### src/rtl/bit_pack_pkg.sv
// Shared helpers for the bit_pack_pipe slice: counter sizing and channel
// slice placement within the packed word bus.
package bit_pack_pkg;

    // Width of the shared bit counter; never narrower than one bit.
    function automatic int cnt_width(input int word_w);
        return (word_w <= 2) ? 1 : $clog2(word_w);
    endfunction

    // LSB position of channel c inside a bus of word_w-bit channel words.
    function automatic int chan_lsb(input int c, input int word_w);
        return c * word_w;
    endfunction

endpackage

### src/rtl/bit_delay_line.sv
// Fixed-latency shift register: every stage advances each cycle, valid or not.
module bit_delay_line
    import bit_pack_pkg::*;
#(
    parameter int WIDTH = 5,
    parameter int DEPTH = 3
) (
    input  logic             clk,
    input  logic             rst,
    input  logic [WIDTH-1:0] din,
    output logic [WIDTH-1:0] dout
);

    logic [WIDTH-1:0] stage_p [DEPTH];

    always_ff @(posedge clk) begin
        if (rst) begin
            for (int i = 0; i < DEPTH; i++) begin
                stage_p[i] <= '0;
            end
        end else begin
            stage_p[0] <= din;
            for (int i = 1; i < DEPTH; i++) begin
                stage_p[i] <= stage_p[i-1];
            end
        end
    end

    assign dout = stage_p[DEPTH-1];

endmodule

### src/rtl/bit_pack_pipe.sv
// Multi-lane bit delay line with optional inversion, feeding a per-channel
// serial-to-word packer behind a single-entry valid/ready holding register.
module bit_pack_pipe
    import bit_pack_pkg::*;
#(
    parameter int CHANNELS = 4,
    parameter int DEPTH    = 3,
    parameter int WORD_W   = 8
) (
    input  logic                       clk,
    input  logic                       rst,
    input  logic                       in_valid,
    input  logic [CHANNELS-1:0]        in_bits,
    input  logic                       mode,
    output logic                       out_valid,
    output logic [CHANNELS-1:0]        out_bits,
    output logic                       word_valid,
    input  logic                       word_ready,
    output logic [CHANNELS*WORD_W-1:0] word_data,
    output logic                       overflow
);

    localparam int                CNT_W    = cnt_width(WORD_W);
    localparam logic [CNT_W-1:0] CNT_LAST = CNT_W'(WORD_W - 1);

    logic [CHANNELS:0]          dl_in_p0;
    logic [CHANNELS:0]          dl_out_p1;
    logic [CNT_W-1:0]           cnt_p1;
    logic [CHANNELS*WORD_W-1:0] acc_p1;
    logic [CHANNELS*WORD_W-1:0] word_next;
    logic                       word_done;
    logic                       xfer;

    // Stage 0: inversion is folded in before the delay so mode travels with its bits
    assign dl_in_p0 = {in_valid, in_bits ^ {CHANNELS{mode}}};

    bit_delay_line #(
        .WIDTH (CHANNELS + 1),
        .DEPTH (DEPTH)
    ) u_delay_line (
        .clk  (clk),
        .rst  (rst),
        .din  (dl_in_p0),
        .dout (dl_out_p1)
    );

    assign out_valid = dl_out_p1[CHANNELS];
    assign out_bits  = dl_out_p1[CHANNELS-1:0];

    // Packer: merge the incoming bit column into the accumulator at position cnt
    always_comb begin
        word_next = acc_p1;
        if (out_valid) begin
            for (int c = 0; c < CHANNELS; c++) begin
                for (int b = 0; b < WORD_W; b++) begin
                    if (cnt_p1 == CNT_W'(b)) begin
                        word_next[chan_lsb(c, WORD_W) + b] = out_bits[c];
                    end
                end
            end
        end
    end

    assign word_done = out_valid && (cnt_p1 == CNT_LAST);
    assign xfer      = word_valid && word_ready;

    always_ff @(posedge clk) begin
        if (rst) begin
            cnt_p1 <= '0;
            acc_p1 <= '0;
        end else if (out_valid) begin
            acc_p1 <= word_next;
            cnt_p1 <= word_done ? '0 : cnt_p1 + CNT_W'(1);
        end
    end

    // Holding register: a completing word is taken only if the slot is free or draining
    always_ff @(posedge clk) begin
        if (rst) begin
            word_valid <= 1'b0;
            word_data  <= '0;
            overflow   <= 1'b0;
        end else begin
            if (word_done && (!word_valid || xfer)) begin
                word_valid <= 1'b1;
                word_data  <= word_next;
            end else if (xfer) begin
                word_valid <= 1'b0;
            end
            if (word_done && word_valid && !word_ready) begin
                overflow <= 1'b1;
            end
        end
    end

endmodule

### config.mk
export PLATFORM = sky130hd
export DESIGN_NAME = bit_pack_pipe
export DESIGN_NICKNAME = d
export VERILOG_FILES = /design/src/rtl/bit_pack_pkg.sv /design/src/rtl/bit_delay_line.sv /design/src/rtl/bit_pack_pipe.sv
export SDC_FILE = /design/constraint.sdc
export NUM_CORES = 1
export LEC_CHECK = 0
export ABC_AREA = 1
export ABC_CLOCK_PERIOD_IN_PS = 1900
export CORE_MARGIN = 2
export CORE_UTILIZATION = 53
export DETAILED_ROUTE_END_ITERATION = 10
export PLACE_DENSITY = 0.77
export SLEW_MARGIN = 20
export SYNTH_ARGS = -nofsm -noshare
export SYNTH_HDL_FRONTEND = slang
export SYNTH_SLANG_ARGS = --single-unit
export TNS_END_PERCENT = 50
### constraint.sdc
create_clock -name clk -period 1.9 [get_ports clk]
set_input_delay 0.285 -clock clk [delete_from_list [all_inputs] [get_ports clk]]
set_output_delay 0.285 -clock clk [all_outputs]
set_load 0.1 [all_outputs]
==> impl_metrics.toml, run 1 <==
[global_routing]
grt_start_max_net_pins = 59
grt_pass1_vias = 2319
antenna_found_initial = 0
overflow = 0
grt_busiest_layer = "met2"
grt_pass1_wl_um = 10410
met2_usage = 0.3065
grt_usage = 0.1835
grtUsageMet3 = 0.05964
met1_usage = 0.2268

[layout]
drive_gt1_frac = 0.1670
area_growth_pct = 16.03
antenna_cells = 0
post-route-util = 0.6426
final_area_um2 = 3850
fill_cells = 548
layout.nets = 471

[sta]
period_share = 0.8507
worst_pin_slew_ns = 0.6396
timing.final.hold_violations = 0
rsz0062_at_grt = "no"
max_slew_margin = 0.5731
fmax_ghz = 0.6187
fin_worst_skew_ns = 0.008992
tns_ns = 0
hold_slack_ns = 0.3957
period_needed_ns = 1.616
setup_viol = 0
slew_violations = 0

[yosys]
syn-num-nets = 442
synth_area_um2 = 3318
synth_enable_flop_cells = 0
synth_cells = 427
avgSynthCellArea_um2 = 7.771
synth_top_area_frac = 0.4827
yosys_warnings = 0
ys_seq_area_frac = 0.4827
yosys_most_used_dff = "dfxtp_1"
yosys-top-cells-count = "88 x nand2_1, 80 x dfxtp_1, 60 x inv_1"
post_synth_num_cell_types = 21
synth.most_common_cell = "nand2_1"
synthTopCellsByArea = "dfxtp_1 48%, nand2_1 10%, inv_1 6.8%"
synth_seq_cells = 80
async_reset_ff_frac = 0
synth_area_leader_cell = "dfxtp_1"

[worst_setup_path]
crit_chain = "ha_1, ha_1, nand2_8, clkinv_8, nand2_8, nand2_1, nand2_1, a21oi_1"
required_ns = 2.13
crit_type = "flop to flop"
path_max_fanout = 44
end_kind = "flop"
slowest_delay_ns = 0.33
start_kind = "flop"
worstPathArrival_ns = 1.85
critPathSlowestCell = "dfxtp_1"

[detailed_routing]
dr.first_iter.drc_count = 109
wl_um = 6027
wire_per_inst_um = 11.24
ant_nets = 0
dr_total_vias = 2607
via_per_inst = 4.864
first_pass_iters = 4
route.detailed.drc = 0

[power]
p_leak_nw = 1.744
finalPower_mw = 2.933
worst_ir_drop_vdd_v = 0.0005392
power_density_nw_per_um2 = 761.8

[cts]
path_clk_slew_ns = 0.08
clockRootBuffer = "clkbuf_8"
htree_num_levels = 3
cts-resized-gates = 0
clock_latency_ns = 0.35
clockBufferDepth = 2
cts_tree = "yes"
numCtsBuffers = 9
cts.sink_count = 80
cts.hold.buffers_added = 0
post_cts_buffers = 0

[floorplan]
die_w_um = 83.13
die_y_um = 83.13
coreArea_um2 = 5991
die_area_um2 = 6910
pin_count = 48
initial_core_util = 0.5539
rows = 28

[min_path]
hp-class = "flop to flop"

[run_status]
outcome = "completed"

[placement]
hpwl_um = 4009
numPortBuffers = 47
place_area_um2 = 3676
gp_congestion = 0.7489

[flow_run]
maxCapViolations = 0
-- logic make-up after synthesis --
kind of cell / synth area share
adders and majority gates: 0.02262
DFF: 0.4827
and+or+nand+nor: 0.2440
xor gates and xnor gates: 0.01056
buffers and inverters: 0.1391
AOI/OAI and AO/OA: 0.1011
-- routing by layer --
metal | up-vias | share of wire
met3 | 7 | 0.064
li1 | 1387 | -
met4 | 0 | 0.013
met1 | 1135 | 0.44
met5 | - | 0
met2 | 78 | 0.48
-- flip-flops by register name, indices dropped and copies added, names as in the netlist --
register / cells
overflow: 1
cnt_p1: 3
acc_p1: 28
word_data: 32
u_delay_line.stage_p: 15
word_valid: 1
-- final timing paths --
path	from	endpoint	slack, ns	cells past startpoint
worst max-delay path	cnt_p1[0]$_SDFFE_PP0P_	word_data[27]$_SDFFE_PP0P_	0.28	8
worst min-delay path	u_delay_line.stage_p[0][1]$_SDFF_PP0_	u_delay_line.stage_p[0][6]$_SDFF_PP0_	0.40	2
worst max register to register	cnt_p1[0]$_SDFFE_PP0P_	word_data[27]$_SDFFE_PP0P_	0.28	8
worst min register to register	u_delay_line.stage_p[0][1]$_SDFF_PP0_	u_delay_line.stage_p[0][6]$_SDFF_PP0_	0.40	2
-- critical path: cells and delay by family (launching register included) --
family	cells	cell delay [ns]
DFF	1	0.33
AOI/OAI and AO/OA	1	0.05
adders and majority gates	2	0.48
and+or+nand+nor	4	0.56
buffers and inverters	1	0.06
-- per-stage QoR --
step,setup WS [ns],instances
floorplan,0.01338,427
global placement,0.3232,520
detailed placement,0.2629,520
CTS,0.2747,536
global route,0.1398,536
finish,0.2837,536
-- cells in the final DEF (no fill, tap or decap), drive strengths merged --
cell type	n
buf	45
clkbuf	11
o211a	1
dfxtp	80
ha	6
nor2	53
xnor2	4
o21ai	10
a21oi	44
nand4	24
nand3	18
nand2	90
clkinvlp	3
clkinv	3
inv	61
clkdlybuf4s50	7
a31oi	1
-- where the power goes --
part	internal [mW]	switching, mW
logic	0.0456	0.0852
registers	1.69	0.0170
clock network	0.505	0.586
total	2.24	0.688
-- final cells by class --
type	count	area (um2)	area share
clock buffers	11	141.4	0.03672
clock inverters	5	32.53	0.008450
inverters	62	245.2	0.06370
multi-input cells	251	1255	0.3260
flip-flops and latches	80	1602	0.4160
well taps	75	93.84	0.02437
repair buffers	52	480.5	0.1248
Note: power is estimated with default switching activity, not from simulation.
==> inputs of run 2 (changes only) <==
--- a/config.mk
+++ b/config.mk
@@ -5,12 +5,12 @@
 export SDC_FILE = /design/constraint.sdc
 export NUM_CORES = 1
 export LEC_CHECK = 0
-export ABC_AREA = 1
 export ABC_CLOCK_PERIOD_IN_PS = 1900
 export CORE_MARGIN = 2
 export CORE_UTILIZATION = 53
+export CTS_CLUSTER_DIAMETER = 50
 export DETAILED_ROUTE_END_ITERATION = 10
-export PLACE_DENSITY = 0.77
+export PLACE_DENSITY = 0.78
 export SLEW_MARGIN = 20
 export SYNTH_ARGS = -nofsm -noshare
 export SYNTH_HDL_FRONTEND = slang
==> run 2 against run 1 <==
Net effect:
- routed wire length is 6.1% lower
- register-to-register slack worse by 0.09 ns
- via count is 20% lower
- utilization is 1.5 points lower
- power is 2.0% higher
- critical endpoint is now word_data[16]$_SDFFE_PP0P_
- highest routed layer unchanged
- cell area is 5.2% lower
- sequential power hardly changed
- combinational power is 7% lower
- largest power group unchanged
==> impl_metrics.toml, run 2 <==
[layout]
drive_gt1_frac = 0.2640
area_growth_pct = 16.49
largest_register_ffs = 32
layout.nets = 332
layout_commonest_cell = "dfxtp_1"
most-common-layout-cells = "79 x dfxtp_1, 38 x nor2_1, 34 x buf_4"
fill_cells = 486
largest-register = "word_data"
top_regs = "word_data (32), acc_p1 (28), u_delay_line.stage_p (15)"
antenna_cells = 0

[worst_setup_path]
rrSetupSlack_ns = 0.20
path_max_fanout = 33
crit_path_end = "word_data[16]$_SDFFE_PP0P_"
worstSetupStartpoint = "cnt_p1[0]$_SDFFE_PP0P_"
r2r_start = "cnt_p1[0]$_SDFFE_PP0P_"
critPathSlowestCell = "and2_4"
worstPathArrival_ns = 1.96
r2r_end = "word_data[16]$_SDFFE_PP0P_"
crit_top_cell = "ha_1"
crit_type = "flop to flop"
start_kind = "flop"
rr_worst_depth = 5
slowest_delay_ns = 0.41
end_kind = "flop"
required_ns = 2.16
crit_chain = "ha_1, ha_1, and2_4, a21oi_1, a211oi_2"

[yosys]
synth.most_common_cell = "dfxtp_1"
synth_area_leader_cell = "dfxtp_1"
yosys-top-cells-count = "80 x dfxtp_1, 38 x nor2_1, 33 x a21oi_1"
synth_cells = 290
avgSynthCellArea_um2 = 10.81
syn-num-nets = 305
synth_top_area_frac = 0.5110
post_synth_num_cell_types = 31
synthTopCellsByArea = "dfxtp_1 51%, mux2i_1 9.9%, a211oi_2 8.4%"
synth_enable_flop_cells = 0
ys_seq_area_frac = 0.5110
yosys_warnings = 0
async_reset_ff_frac = 0
synth_seq_cells = 80
yosys_most_used_dff = "dfxtp_1"
synth_area_um2 = 3134

[detailed_routing]
route.detailed.drc = 0
ant_nets = 0
first_pass_iters = 5
wire_per_inst_um = 14.25
wl_um = 5658
dr_total_vias = 2079
dr.first_iter.drc_count = 175
via_per_inst = 5.237

[floorplan]
pin_count = 48
rows = 28
die_y_um = 80.90
coreArea_um2 = 5816
die_area_um2 = 6545
initial_core_util = 0.5389
die_w_um = 80.90

[cts]
clock_latency_ns = 0.34
cts-resized-gates = 0
cts.sink_count = 80
htree_num_levels = 3
numCtsBuffers = 9
path_clk_slew_ns = 0.07
post_cts_buffers = 0
cts_tree = "yes"
clockRootBuffer = "clkbuf_8"
clockBufferDepth = 2
cts.hold.buffers_added = 0

[global_routing]
grt_usage = 0.1932
grt_start_max_net_pins = 42
grt_pass1_wl_um = 9390
overflow = 0
grt_pass1_vias = 1884
antenna_found_initial = 0

[sta]
tns_ns = 0
fin_worst_skew_ns = 0.007411
period_needed_ns = 1.705
max_slew_margin = 0.6871
timing.final.hold_violations = 0
setup_viol = 0
rsz0062_at_grt = "no"
worst_pin_slew_ns = 0.4687
slew_violations = 0
fmax_ghz = 0.5866
period_share = 0.8972

[power]
finalPower_mw = 2.991
p_leak_nw = 1.369
worst_ir_drop_vdd_v = 0.0005327
power_density_nw_per_um2 = 819.2

[run_status]
outcome = "completed"

[placement]
hpwl_um = 3566
numPortBuffers = 47
gp_congestion = 0.7837

[min_path]
hp-class = "input pin to flop"

[flow_run]
maxCapViolations = 0
-- run 2: cells by family (layout without fill, tap and decap cells) --
logic type / count (synthesis) / in the layout / share of synthesized area
flip-flops: 80 / 80 / 0.5110
AND/OR/NAND/NOR: 65 / 65 / 0.1030
buffers and inverters: 38 / 70 / 0.08942
adder cells (fa/ha/maj): 6 / 6 / 0.02395
XOR/XNOR: 4 / 4 / 0.01118
multiplexers: 31 / 31 / 0.09900
AO/OA/AOI/OAI: 66 / 66 / 0.1625
-- run 2: cell type report --
class                           count  area (um2)  share of cell area
Sequential cell                    80        1603              0.4390
Clock inverter                      4       45.04             0.01234
Multi-Input combinational cell    172        1252              0.3430
Timing Repair Buffer               51       510.5              0.1398
Tap cell                           75       93.84             0.02570
Clock buffer                       12       135.1             0.03701
Inverter                            3       11.26            0.003084
-- run 2: layer usage --
metal  part of all wire  routed length (um)  vias up  GRT usage
met5                  0                   0        -          0
met3              0.062                 349        9    0.05667
li1                   -                   -     1038          -
met1               0.44                2512      978     0.2470
met4              0.016                  88        0    0.07627
met2               0.48                2708       54     0.3074
-- run 2: power breakdown --
| group | leakage, nW | internal [mW] | switching [mW] |
|---|---|---|---|
| sequential | 0.647 | 1.69 | 0.0154 |
| clock | 0.0941 | 0.602 | 0.558 |
| combinational | 0.628 | 0.0524 | 0.0692 |
-- run 2: worst max-delay path: cells and delay by family, from the launching register on --
family	cells	cell delay (ns)
adders and majority gates	2	0.46
AOI/OAI and AO/OA	2	0.35
and+or+nand+nor	1	0.41
DFF	1	0.40
-- run 2: how the worst min path moves through the flow --
stage / start / end / slack [ns] / cells after the start
3_3_place_gp: u_delay_line.stage_p[0][8]$_SDFF_PP0_ / u_delay_line.stage_p[0][13]$_SDFF_PP0_ / 0.42 / 1
2_1_floorplan: in_valid / u_delay_line.stage_p[0][4]$_SDFF_PP0_ / 0.41 / 1
3_5_place_dp: u_delay_line.stage_p[0][9]$_SDFF_PP0_ / u_delay_line.stage_p[0][14]$_SDFF_PP0_ / 0.42 / 1
5_1_grt: rst / acc_p1[16]$_SDFFE_PP0P_ / 0.40 / 3
4_1_cts: rst / acc_p1[9]$_SDFFE_PP0P_ / 0.39 / 3
6_report: rst / acc_p1[9]$_SDFFE_PP0P_ / 0.40 / 3
-- run 2: through the flow --
step | hold slack [ns] | setup slack [ns] | util | instance area (um2) | instances
6_report | 0.3998 | 0.1954 | 0.6278 | 3651 | 397
5_1_grt | 0.4015 | 0.03636 | 0.6278 | 3651 | 397
4_1_cts | 0.3886 | 0.2112 | 0.6278 | 3651 | 397
3_5_place_dp | 0.4230 | 0.2378 | 0.5968 | 3471 | 381
3_3_place_gp | 0.4169 | 0.3099 | 0.5968 | 3471 | 381
2_1_floorplan | 0.4132 | 0.1489 | - | 3136 | 290
==> inputs of run 3 (changes only) <==
--- a/config.mk
+++ b/config.mk
@@ -7,10 +7,10 @@
 export LEC_CHECK = 0
 export ABC_CLOCK_PERIOD_IN_PS = 1900
 export CORE_MARGIN = 2
-export CORE_UTILIZATION = 53
+export CORE_UTILIZATION = 40
 export CTS_CLUSTER_DIAMETER = 50
 export DETAILED_ROUTE_END_ITERATION = 10
-export PLACE_DENSITY = 0.78
+export PLACE_DENSITY = 0.61
 export SLEW_MARGIN = 20
 export SYNTH_ARGS = -nofsm -noshare
 export SYNTH_HDL_FRONTEND = slang
==> run 3 against run 2 <==
Net effect:
- first-iteration DRC count fell by 50%
- routed wire length increased by 6.3%
- register-to-register slack about the same
- sequential power about the same
- global-route usage fell by 4.4 points
- count of clock-buffer cells in the layout is the same
- clock skew up 0.00096 ns
- critical path depth did not move
- non-clock buffer count is the same
- largest cell class unchanged
==> impl_metrics.toml, run 3 (synthesis gave the netlist of run 2 again) <==
[floorplan]
coreArea_um2 = 7647
die_w_um = 92.52
die_area_um2 = 8560
die_y_um = 92.52
initial_core_util = 0.4098
rows = 32
pin_count = 48

[sta]
slew_violations = 0
max_slew_margin = 0.6951
timing.final.hold_violations = 0
tns_ns = 0
rsz0062_at_grt = "no"
fmax_ghz = 0.5913
worst_pin_slew_ns = 0.4568
setup_viol = 0
period_share = 0.8901
period_needed_ns = 1.691
fin_worst_skew_ns = 0.008371

[layout]
antenna_cells = 0
layout_commonest_cell = "dfxtp_1"
layout.nets = 332
top_regs = "word_data (32), acc_p1 (28), u_delay_line.stage_p (15)"
largest-register = "word_data"
fill_cells = 712
area_growth_pct = 17.96
largest_register_ffs = 32
most-common-layout-cells = "79 x dfxtp_1, 38 x nor2_1, 35 x buf_4"
layout.cells.non_filler = 423
post-route-util = 0.4835
drive_gt1_frac = 0.2710

[placement]
numPortBuffers = 47
hpwl_um = 3733
gp_congestion = 0.6881
place_inst = 408

[detailed_routing]
route.detailed.drc = 0
first_pass_iters = 4
wl_um = 6014
dr.first_iter.drc_count = 87
via_per_inst = 4.929
ant_nets = 0
dr_total_vias = 2085
wire_per_inst_um = 14.22

[cts]
cts.hold.buffers_added = 0
cts-resized-gates = 0
clock_latency_ns = 0.35
clockRootBuffer = "clkbuf_8"
htree_num_levels = 3
cts_tree = "yes"
post_cts_buffers = 0
numCtsBuffers = 9
cts.sink_count = 80
path_clk_slew_ns = 0.08
clockBufferDepth = 2

[global_routing]
antenna_found_initial = 0
grt_pass1_vias = 1897
grt_usage = 0.1487
overflow = 0
grt_pass1_wl_um = 9735
grt_start_max_net_pins = 81

[worst_setup_path]
crit_type = "flop to flop"
crit_chain = "ha_1, ha_1, and2_4, a21oi_1, a211oi_2"
critPathSlowestCell = "and2_4"
required_ns = 2.17
start_kind = "flop"
worstPathArrival_ns = 1.96
end_kind = "flop"
crit_top_cell = "ha_1"
slowest_delay_ns = 0.41
path_max_fanout = 33

[power]
finalPower_mw = 3.100
worst_ir_drop_vdd_v = 0.0003486
power_density_nw_per_um2 = 838.6
p_leak_nw = 1.379

[min_path]
hp-class = "flop to flop"

[run_status]
outcome = "completed"

[flow_run]
maxCapViolations = 0
run 3: cell types whose count changed in the layout (fill, tap and decap cells not counted):
cell	before	now
buf_12	9	8
buf_4	34	35
clkbuf_1	3	0
clkbuf_8	9	12
clkinv_2	3	2
run 3: layout make-up:
class,count,area (um2),area share
repair buffers,51,498.0,0.1347
multi-input cells,172,1252,0.3387
clock buffers,12,165.2,0.04467
well taps,102,127.6,0.03452
inverters,3,11.26,0.003046
clock inverters,3,40.04,0.01083
flip-flops and latches,80,1603,0.4335
run 3: final timing paths:
| kind | start | to | slack [ns] | depth (start not counted) |
|---|---|---|---|---|
| setup / recovery | cnt_p1[0]$_SDFFE_PP0P_ | word_data[22]$_SDFFE_PP0P_ | 0.21 | 5 |
| hold / removal | u_delay_line.stage_p[0][5]$_SDFF_PP0_ | u_delay_line.stage_p[0][10]$_SDFF_PP0_ | 0.44 | 1 |
| setup reg to reg | cnt_p1[0]$_SDFFE_PP0P_ | word_data[22]$_SDFFE_PP0P_ | 0.21 | 5 |
| hold reg to reg | u_delay_line.stage_p[0][5]$_SDFF_PP0_ | u_delay_line.stage_p[0][10]$_SDFF_PP0_ | 0.44 | 1 |
run 3: worst max-delay path, delay by kind of cell, from the launching register on:
| kind | cells | cell delay (ns) |
|---|---|---|
| simple gates | 1 | 0.41 |
| compound gates | 2 | 0.36 |
| flops | 1 | 0.39 |
| fa+ha+maj | 2 | 0.43 |
run 3: power breakdown:
part / total, mW / internal [mW] / switching (mW)
Combinational: 0.117 / 0.0482 / 0.0691
Sequential: 1.71 / 1.69 / 0.0157
Clock: 1.27 / 0.703 / 0.571
run 3: layer usage:
layer / routed length [um] / share of wire / track usage / vias to the layer above
met5: 0 / 0 / 0 / -
met4: 132 / 0.022 / 0.07587 / 0
met3: 313 / 0.052 / 0.03580 / 17
met2: 2597 / 0.43 / 0.2159 / 53
met1: 2970 / 0.49 / 0.2050 / 972
li1: - / - / - / 1043
run 3: metrics by stage:
| stage | instance area, um2 | setup slack (ns) | hold slack (ns) |
|---|---|---|---|
| 6_report | 3697 | 0.2089 | 0.4390 |
| 5_1_grt | 3697 | 0.07177 | 0.4544 |
| 4_1_cts | 3697 | 0.2019 | 0.4406 |
| 3_3_place_gp | 3492 | 0.2934 | 0.4183 |
| 3_5_place_dp | 3492 | 0.2249 | 0.4227 |
| 2_1_floorplan | 3136 | 0.1489 | 0.4132 |
